File: config.mk
export PLATFORM = sky130hd
export DESIGN_NAME = uart_link_ctrl
export DESIGN_NICKNAME = d
export VERILOG_FILES = /design/src/rtl/uart_link_ctrl.sv
export SDC_FILE = /design/constraint.sdc
export NUM_CORES = 1
export LEC_CHECK = 0
export ABC_AREA = 1
export BUFFER_PORTS_ARGS = -buffer_cell sky130_fd_sc_hd__buf_4
export CAP_MARGIN = 20
export CORE_ASPECT_RATIO = 0.5
export CORE_MARGIN = 2
export CORE_UTILIZATION = 41
export DETAILED_ROUTE_END_ITERATION = 8
export PLACE_DENSITY = 0.81
export SLEW_MARGIN = 0
export SYNTH_ARGS = -nofsm -noshare
export SYNTH_HDL_FRONTEND = slang
export SYNTH_SLANG_ARGS = --single-unit
File: constraint.sdc
create_clock -name clk_clk -period 1.7 [get_ports clk_clk]
set_clock_uncertainty 0.2 [all_clocks]
set_input_delay 0.34 -clock clk_clk [delete_from_list [all_inputs] [get_ports clk_clk]]
set_output_delay 0.34 -clock clk_clk [all_outputs]
set_load 0.02 [all_outputs]
File: src/rtl/uart_link_ctrl.sv
`default_nettype none
// ============================================================================
// Module   : uart_link_ctrl
// Purpose  : Byte-stream bridge to a UART slave with an Avalon-MM register
//            map (data reg at address 0, control reg at address 1). It holds
//            one TX byte and one RX byte. The TX byte is sent only when the
//            slave reports write space. RX polling is throttled after an
//            empty read. When both directions are ready, grants alternate.
// Revision : 1.0 - initial release
// ----------------------------------------------------------------------------
// Ports
//   clk_clk         in   1   clock, rising edge
//   reset_reset_n   in   1   asynchronous active-low reset
//   avm_address     out  1   0 = data reg, 1 = control reg
//   avm_chipselect  out  1   high for exactly one cycle with each strobe
//   avm_read        out  1   read strobe (slave latency is fixed at 1)
//   avm_write       out  1   write strobe
//   avm_byteenable  out  4   byte lanes of the access
//   avm_writedata   out  32  write data
//   avm_readdata    in   32  read data, valid in the cycle after avm_read
//   tx_data         in   8   byte to send
//   tx_valid        in   1   tx_data valid
//   tx_ready        out  1   TX holding register empty
//   rx_data         out  8   received byte, stable while rx_valid
//   rx_valid        out  1   RX holding register full
//   rx_ready        in   1   consumer takes rx_data
//   busy            out  1   controller is not in IDLE
// ============================================================================
module uart_link_ctrl #(
  parameter int unsigned POLL_GAP = 4
) (
  input  logic        clk_clk,
  input  logic        reset_reset_n,
  output logic        avm_address,
  output logic        avm_chipselect,
  output logic        avm_read,
  output logic        avm_write,
  output logic [3:0]  avm_byteenable,
  output logic [31:0] avm_writedata,
  input  logic [31:0] avm_readdata,
  input  logic [7:0]  tx_data,
  input  logic        tx_valid,
  output logic        tx_ready,
  output logic [7:0]  rx_data,
  output logic        rx_valid,
  input  logic        rx_ready,
  output logic        busy
);

  localparam logic       c_ADDR_DATA = 1'b0;
  localparam logic       c_ADDR_CTRL = 1'b1;
  localparam logic       c_GRANT_TX  = 1'b0;
  localparam logic       c_GRANT_RX  = 1'b1;
  localparam logic [7:0] c_POLL_GAP  = 8'(POLL_GAP);

  typedef enum logic [2:0] {
    INIT     = 3'd0,
    IDLE     = 3'd1,
    TX_CHK   = 3'd2,
    TX_CHK_W = 3'd3,
    TX_WR    = 3'd4,
    RX_RD    = 3'd5,
    RX_RD_W  = 3'd6
  } state_t;

  state_t      r_state;
  state_t      w_state_nxt;
  logic        r_last_grant;
  logic        w_grant_nxt;
  logic        r_init_armed;
  logic        r_tx_full;
  logic [7:0]  r_tx_byte;
  logic        r_rx_full;
  logic [7:0]  r_rx_byte;
  logic [7:0]  r_poll_cnt;

  logic        w_tx_pend;
  logic        w_rx_elig;
  logic        w_wspace_nz;
  logic        w_rvalid;
  logic        w_unused;

  assign w_tx_pend   = r_tx_full;
  assign w_rx_elig   = !r_rx_full && (r_poll_cnt == 8'd0);
  assign w_wspace_nz = |avm_readdata[31:16];
  assign w_rvalid    = avm_readdata[15];
  assign w_unused    = ^avm_readdata[14:8];

  assign tx_ready = !r_tx_full;
  assign rx_valid = r_rx_full;
  assign rx_data  = r_rx_byte;
  assign busy     = (r_state != IDLE);

  // --------------------------------------------------------------------------
  // State register. r_init_armed holds back the INIT write for the first
  // cycle after reset. The strobes are decoded from the state, so without
  // it they would be active while reset is still asserted.
  // --------------------------------------------------------------------------
  always_ff @(posedge clk_clk or negedge reset_reset_n) begin
    if (!reset_reset_n) begin
      r_state      <= INIT;
      r_last_grant <= c_GRANT_RX;
      r_init_armed <= 1'b0;
    end else begin
      r_state      <= w_state_nxt;
      r_last_grant <= w_grant_nxt;
      r_init_armed <= 1'b1;
    end
  end

  // --------------------------------------------------------------------------
  // Next state and bus outputs. The bus fields stay at zero unless an access
  // is active.
  // --------------------------------------------------------------------------
  always_comb begin
    w_state_nxt    = r_state;
    w_grant_nxt    = r_last_grant;
    avm_address    = 1'b0;
    avm_chipselect = 1'b0;
    avm_read       = 1'b0;
    avm_write      = 1'b0;
    avm_byteenable = 4'b0000;
    avm_writedata  = 32'h0000_0000;

    case (r_state)
      INIT: begin
        if (r_init_armed) begin
          // Control reg = 0: RX/TX interrupts off, polled operation.
          avm_chipselect = 1'b1;
          avm_write      = 1'b1;
          avm_address    = c_ADDR_CTRL;
          avm_byteenable = 4'b1111;
          w_state_nxt    = IDLE;
        end
      end

      IDLE: begin
        if (w_tx_pend && w_rx_elig) begin
          if (r_last_grant == c_GRANT_RX) begin
            w_state_nxt = TX_CHK;
            w_grant_nxt = c_GRANT_TX;
          end else begin
            w_state_nxt = RX_RD;
            w_grant_nxt = c_GRANT_RX;
          end
        end else if (w_tx_pend) begin
          w_state_nxt = TX_CHK;
          w_grant_nxt = c_GRANT_TX;
        end else if (w_rx_elig) begin
          w_state_nxt = RX_RD;
          w_grant_nxt = c_GRANT_RX;
        end
      end

      TX_CHK: begin
        avm_chipselect = 1'b1;
        avm_read       = 1'b1;
        avm_address    = c_ADDR_CTRL;
        avm_byteenable = 4'b1111;
        w_state_nxt    = TX_CHK_W;
      end

      // With no write space, keep the byte. It is retried on the next TX grant.
      TX_CHK_W: w_state_nxt = w_wspace_nz ? TX_WR : IDLE;

      TX_WR: begin
        avm_chipselect = 1'b1;
        avm_write      = 1'b1;
        avm_address    = c_ADDR_DATA;
        avm_byteenable = 4'b0001;
        avm_writedata  = {24'h00_0000, r_tx_byte};
        w_state_nxt    = IDLE;
      end

      RX_RD: begin
        avm_chipselect = 1'b1;
        avm_read       = 1'b1;
        avm_address    = c_ADDR_DATA;
        avm_byteenable = 4'b1111;
        w_state_nxt    = RX_RD_W;
      end

      RX_RD_W: w_state_nxt = IDLE;

      default: w_state_nxt = INIT;
    endcase
  end

  // --------------------------------------------------------------------------
  // TX holding register. A capture cannot coincide with the drain, because
  // tx_ready is low while the byte is held.
  // --------------------------------------------------------------------------
  always_ff @(posedge clk_clk or negedge reset_reset_n) begin
    if (!reset_reset_n) begin
      r_tx_full <= 1'b0;
      r_tx_byte <= 8'h00;
    end else if (r_state == TX_WR) begin
      r_tx_full <= 1'b0;
    end else if (tx_valid && !r_tx_full) begin
      r_tx_full <= 1'b1;
      r_tx_byte <= tx_data;
    end
  end

  // --------------------------------------------------------------------------
  // RX holding register. A load only happens while the register is empty,
  // because the poll is only granted then. So a load never collides with a
  // release.
  // --------------------------------------------------------------------------
  always_ff @(posedge clk_clk or negedge reset_reset_n) begin
    if (!reset_reset_n) begin
      r_rx_full <= 1'b0;
      r_rx_byte <= 8'h00;
    end else if (r_state == RX_RD_W && w_rvalid) begin
      r_rx_full <= 1'b1;
      r_rx_byte <= avm_readdata[7:0];
    end else if (r_rx_full && rx_ready) begin
      r_rx_full <= 1'b0;
    end
  end

  // --------------------------------------------------------------------------
  // Poll throttle. An empty read reloads the counter. A successful read
  // leaves it at zero, so the next poll can follow once the byte is taken.
  // --------------------------------------------------------------------------
  always_ff @(posedge clk_clk or negedge reset_reset_n) begin
    if (!reset_reset_n) begin
      r_poll_cnt <= 8'd0;
    end else if (r_state == RX_RD_W && !w_rvalid) begin
      r_poll_cnt <= c_POLL_GAP;
    end else if (r_poll_cnt != 8'd0) begin
      r_poll_cnt <= r_poll_cnt - 8'd1;
    end
  end

endmodule
`default_nettype wire

==> impl_results.md <==
* Post-placement cell area at 2260 um2
* Routability cong. at 0.766
* Setup ws final at -0.249 ns
* Crit path kind: flip-flop to primary output
* # setup viols final at 29
* DRC at 0
* CTS Root Cell: clkbuf_8
* Wirelength per Cell at 15.4 um
* Clock latency on the worst-skew pair at 0.28 ns
* Core area at 4040 um2
* Gate Count Post-Synth at 214
* Initial antenna violation count at 0
* Top-Level Pins at 95
* Pwr dens at 1820 nW/um2
* Synth Register Bits at 31
* Distinct cells, synth at 26
* Number of synthesized flops with an enable pin at 0
* Outcome: finished with violations
* Crit path max fanout at 5
* Tcrit/Tclk final at 115%
* Design area at 2680 um2
* Seq/Total Area, Yosys at 43.4%
* Fraction of registers with async set/reset at 100%
* Largest net degree at the start of global routing at 32
* Via density at 5.08
* Total congestion overflow at 0
* Leakage power at 0.00144 uW
* Vias at 1,818
* Yosys warning total at 0
* Nets at 348
* FP Rows at 16
* Final Hold Fails at 0
* Share of layout cells above drive strength 1 at 47.4%
* FF-to-FF Start: r_state[0]
* Maximum vdd drop at 0.000877 V
* Fmax at 513 MHz
* Mapped Area at 1790 um2
* I/O Buffers at 63
* Area Overhead vs Synth at 49.7%
* Die span in x at 97.5 um
* Slew Limit Fails at 0
* Worst setup SP type: flip-flop
* 1st-iter DRT viols at 89
* Die Ht at 50.7 um
* Failing checks: setup timing
* Final ANT Viol Nets at 0
* Avg Inst Size Synth at 8.37 um2
* CTS tree: yes
* Longest Clk Path Bufs at 2
* Setup crit start: r_state[0]
* Crit path DAT at 1.41 ns
* H-tree depth at 2
* Vias in the first global route at 1,620
* Most used DFF post-synth: dfrtp_1
* Initial Util at 44.3%
* Hold path start: rx_ready
* Crit. End Element: primary output
* Hold crit path type: input port to flip-flop
* Die footprint at 4950 um2
* Max Cap Violations at 0
* WL final at 5510 um
* First-pass DRT Iterations at 4
* Cts bufs inserted at 5
* RSZ-0062 raised after global routing: yes
* Clock sinks at 31
* Setup TNS at -5.45 ns
* GR Util All Layers at 19.0%
* Number of diodes at 0
* Most frequent cells in the layout: 73 x buf_4, 33 x nor2_1, 28 x dfrtp_1, 25 x conb_1, 21 x inv_1
* Fin crit period at 1.95 ns
* HPWL after DPL at 2900 um
* WHS at 0.0654 ns
* Final Util at 66.3%
* Worst path required time at 1.16 ns
* Pre-CTS WS at -0.00797 ns
* Commonest non-fill, non-tap cell in the layout: buf_4
* First-pass GRT wire length at 7330 um
* Clk slew on worst S/H paths at 0.07 ns
-- per-stage QoR --
step           total power [uW]  instances
2_1_floorplan              2720        237
3_3_place_gp               3370        332
3_5_place_dp               3450        332
4_1_cts                    4360        349
5_1_grt                    5110        358
6_report                   4870        358
-- power by group --
part	switching, uW	internal (uW)	total, uW
Sequential	248	1080	1330
Clock	277	285	562
Combinational	1640	1340	2980
-- cell usage after synthesis (all sizes together), types with 2 or more instances --
| cell type | n | area [um2] |
|---|---|---|
| nand3 | 11 | 67.6 |
| o21ai | 11 | 55.1 |
| nor2 | 41 | 161 |
| inv | 29 | 109 |
| dfrtp | 30 | 751 |
| mux2 | 8 | 120 |
| conb | 2 | 7.51 |
| nand2 | 30 | 123 |
| nand4 | 3 | 18.8 |
| buf | 29 | 219 |
| a21oi | 13 | 76.3 |
-- what timing repair did --
| item | CTS | global route |
|---|---|---|
| setup buffers | 8 | 9 |
| hold buffers | 1 | 0 |
| hold endpoints to repair | 30 | 0 |
| pin swaps | 4 | 10 |
| resized for setup | 20 | 35 |
| gates cloned | 0 | 1 |
| endpoints found under the setup margin | 18 | 37 |
-- logic make-up (layout without fill, tap and decap cells) --
group / Yosys count / after routing / share of synthesized area [%]
xor gates and xnor gates: 1 / 1 / 0.489
other: 2 / 25 / 0.419
and+or+nand+nor: 88 / 89 / 22.3
DFF: 31 / 31 / 43.4
buffers and inverters: 58 / 124 / 18.3
adders and majority gates: 1 / 1 / 0.698
AOI/OAI and AO/OA: 25 / 25 / 7.75
muxes: 8 / 8 / 6.70
-- path summary, 6_finish.rpt --
check	to	slack, ns	cells past startpoint
min in group asynchronous	rx_data[1]	0.33	2
hold reg to reg	r_last_grant	0.31	2
max in group asynchronous	r_last_grant	0.64	2
setup / recovery	avm_write	-0.25	6
hold / removal	rx_valid	0.07	2
setup reg to reg	rx_data[3]	-0.18	7
-- cell type report --
type / instances / area (um2)
fill: 260 / 1360
multi-input combinational: 149 / 931
sequential: 31 / 779
timing repair buffer: 87 / 704
inverter: 29 / 114
clock buffer: 6 / 72.6
tap: 54 / 67.6
clock inverter: 2 / 12.5
-- critical path: stages, from the launching register on --
cell and delay [ns]:
dfrtp_1 0.44, inv_2 0.11, nand2_4 0.07, nor2_4 0.15
nand2_4 0.11, nand2_1 0.11, buf_6 0.12
-- registers in the layout, indices dropped and copies added (netlist names) --
| register | flops |
|---|---|
| r_last_grant | 1 |
| rx_valid | 1 |
| r_poll_cnt | 8 |
| rx_data | 8 |
| r_tx_full | 1 |
| r_tx_byte | 8 |
| r_state | 3 |
| r_init_armed | 1 |
-- per-layer routing --
metal  vias to the layer above  global-route usage (%)  wire length (um)
met5                         -                       0                 0
met3                        33                    4.18               340
met2                       110                    36.8              2820
li1                        803                       -                 -
met4                         0                    9.49               284
met1                       872                    19.9              2070
(Power assumes the default switching activity.)
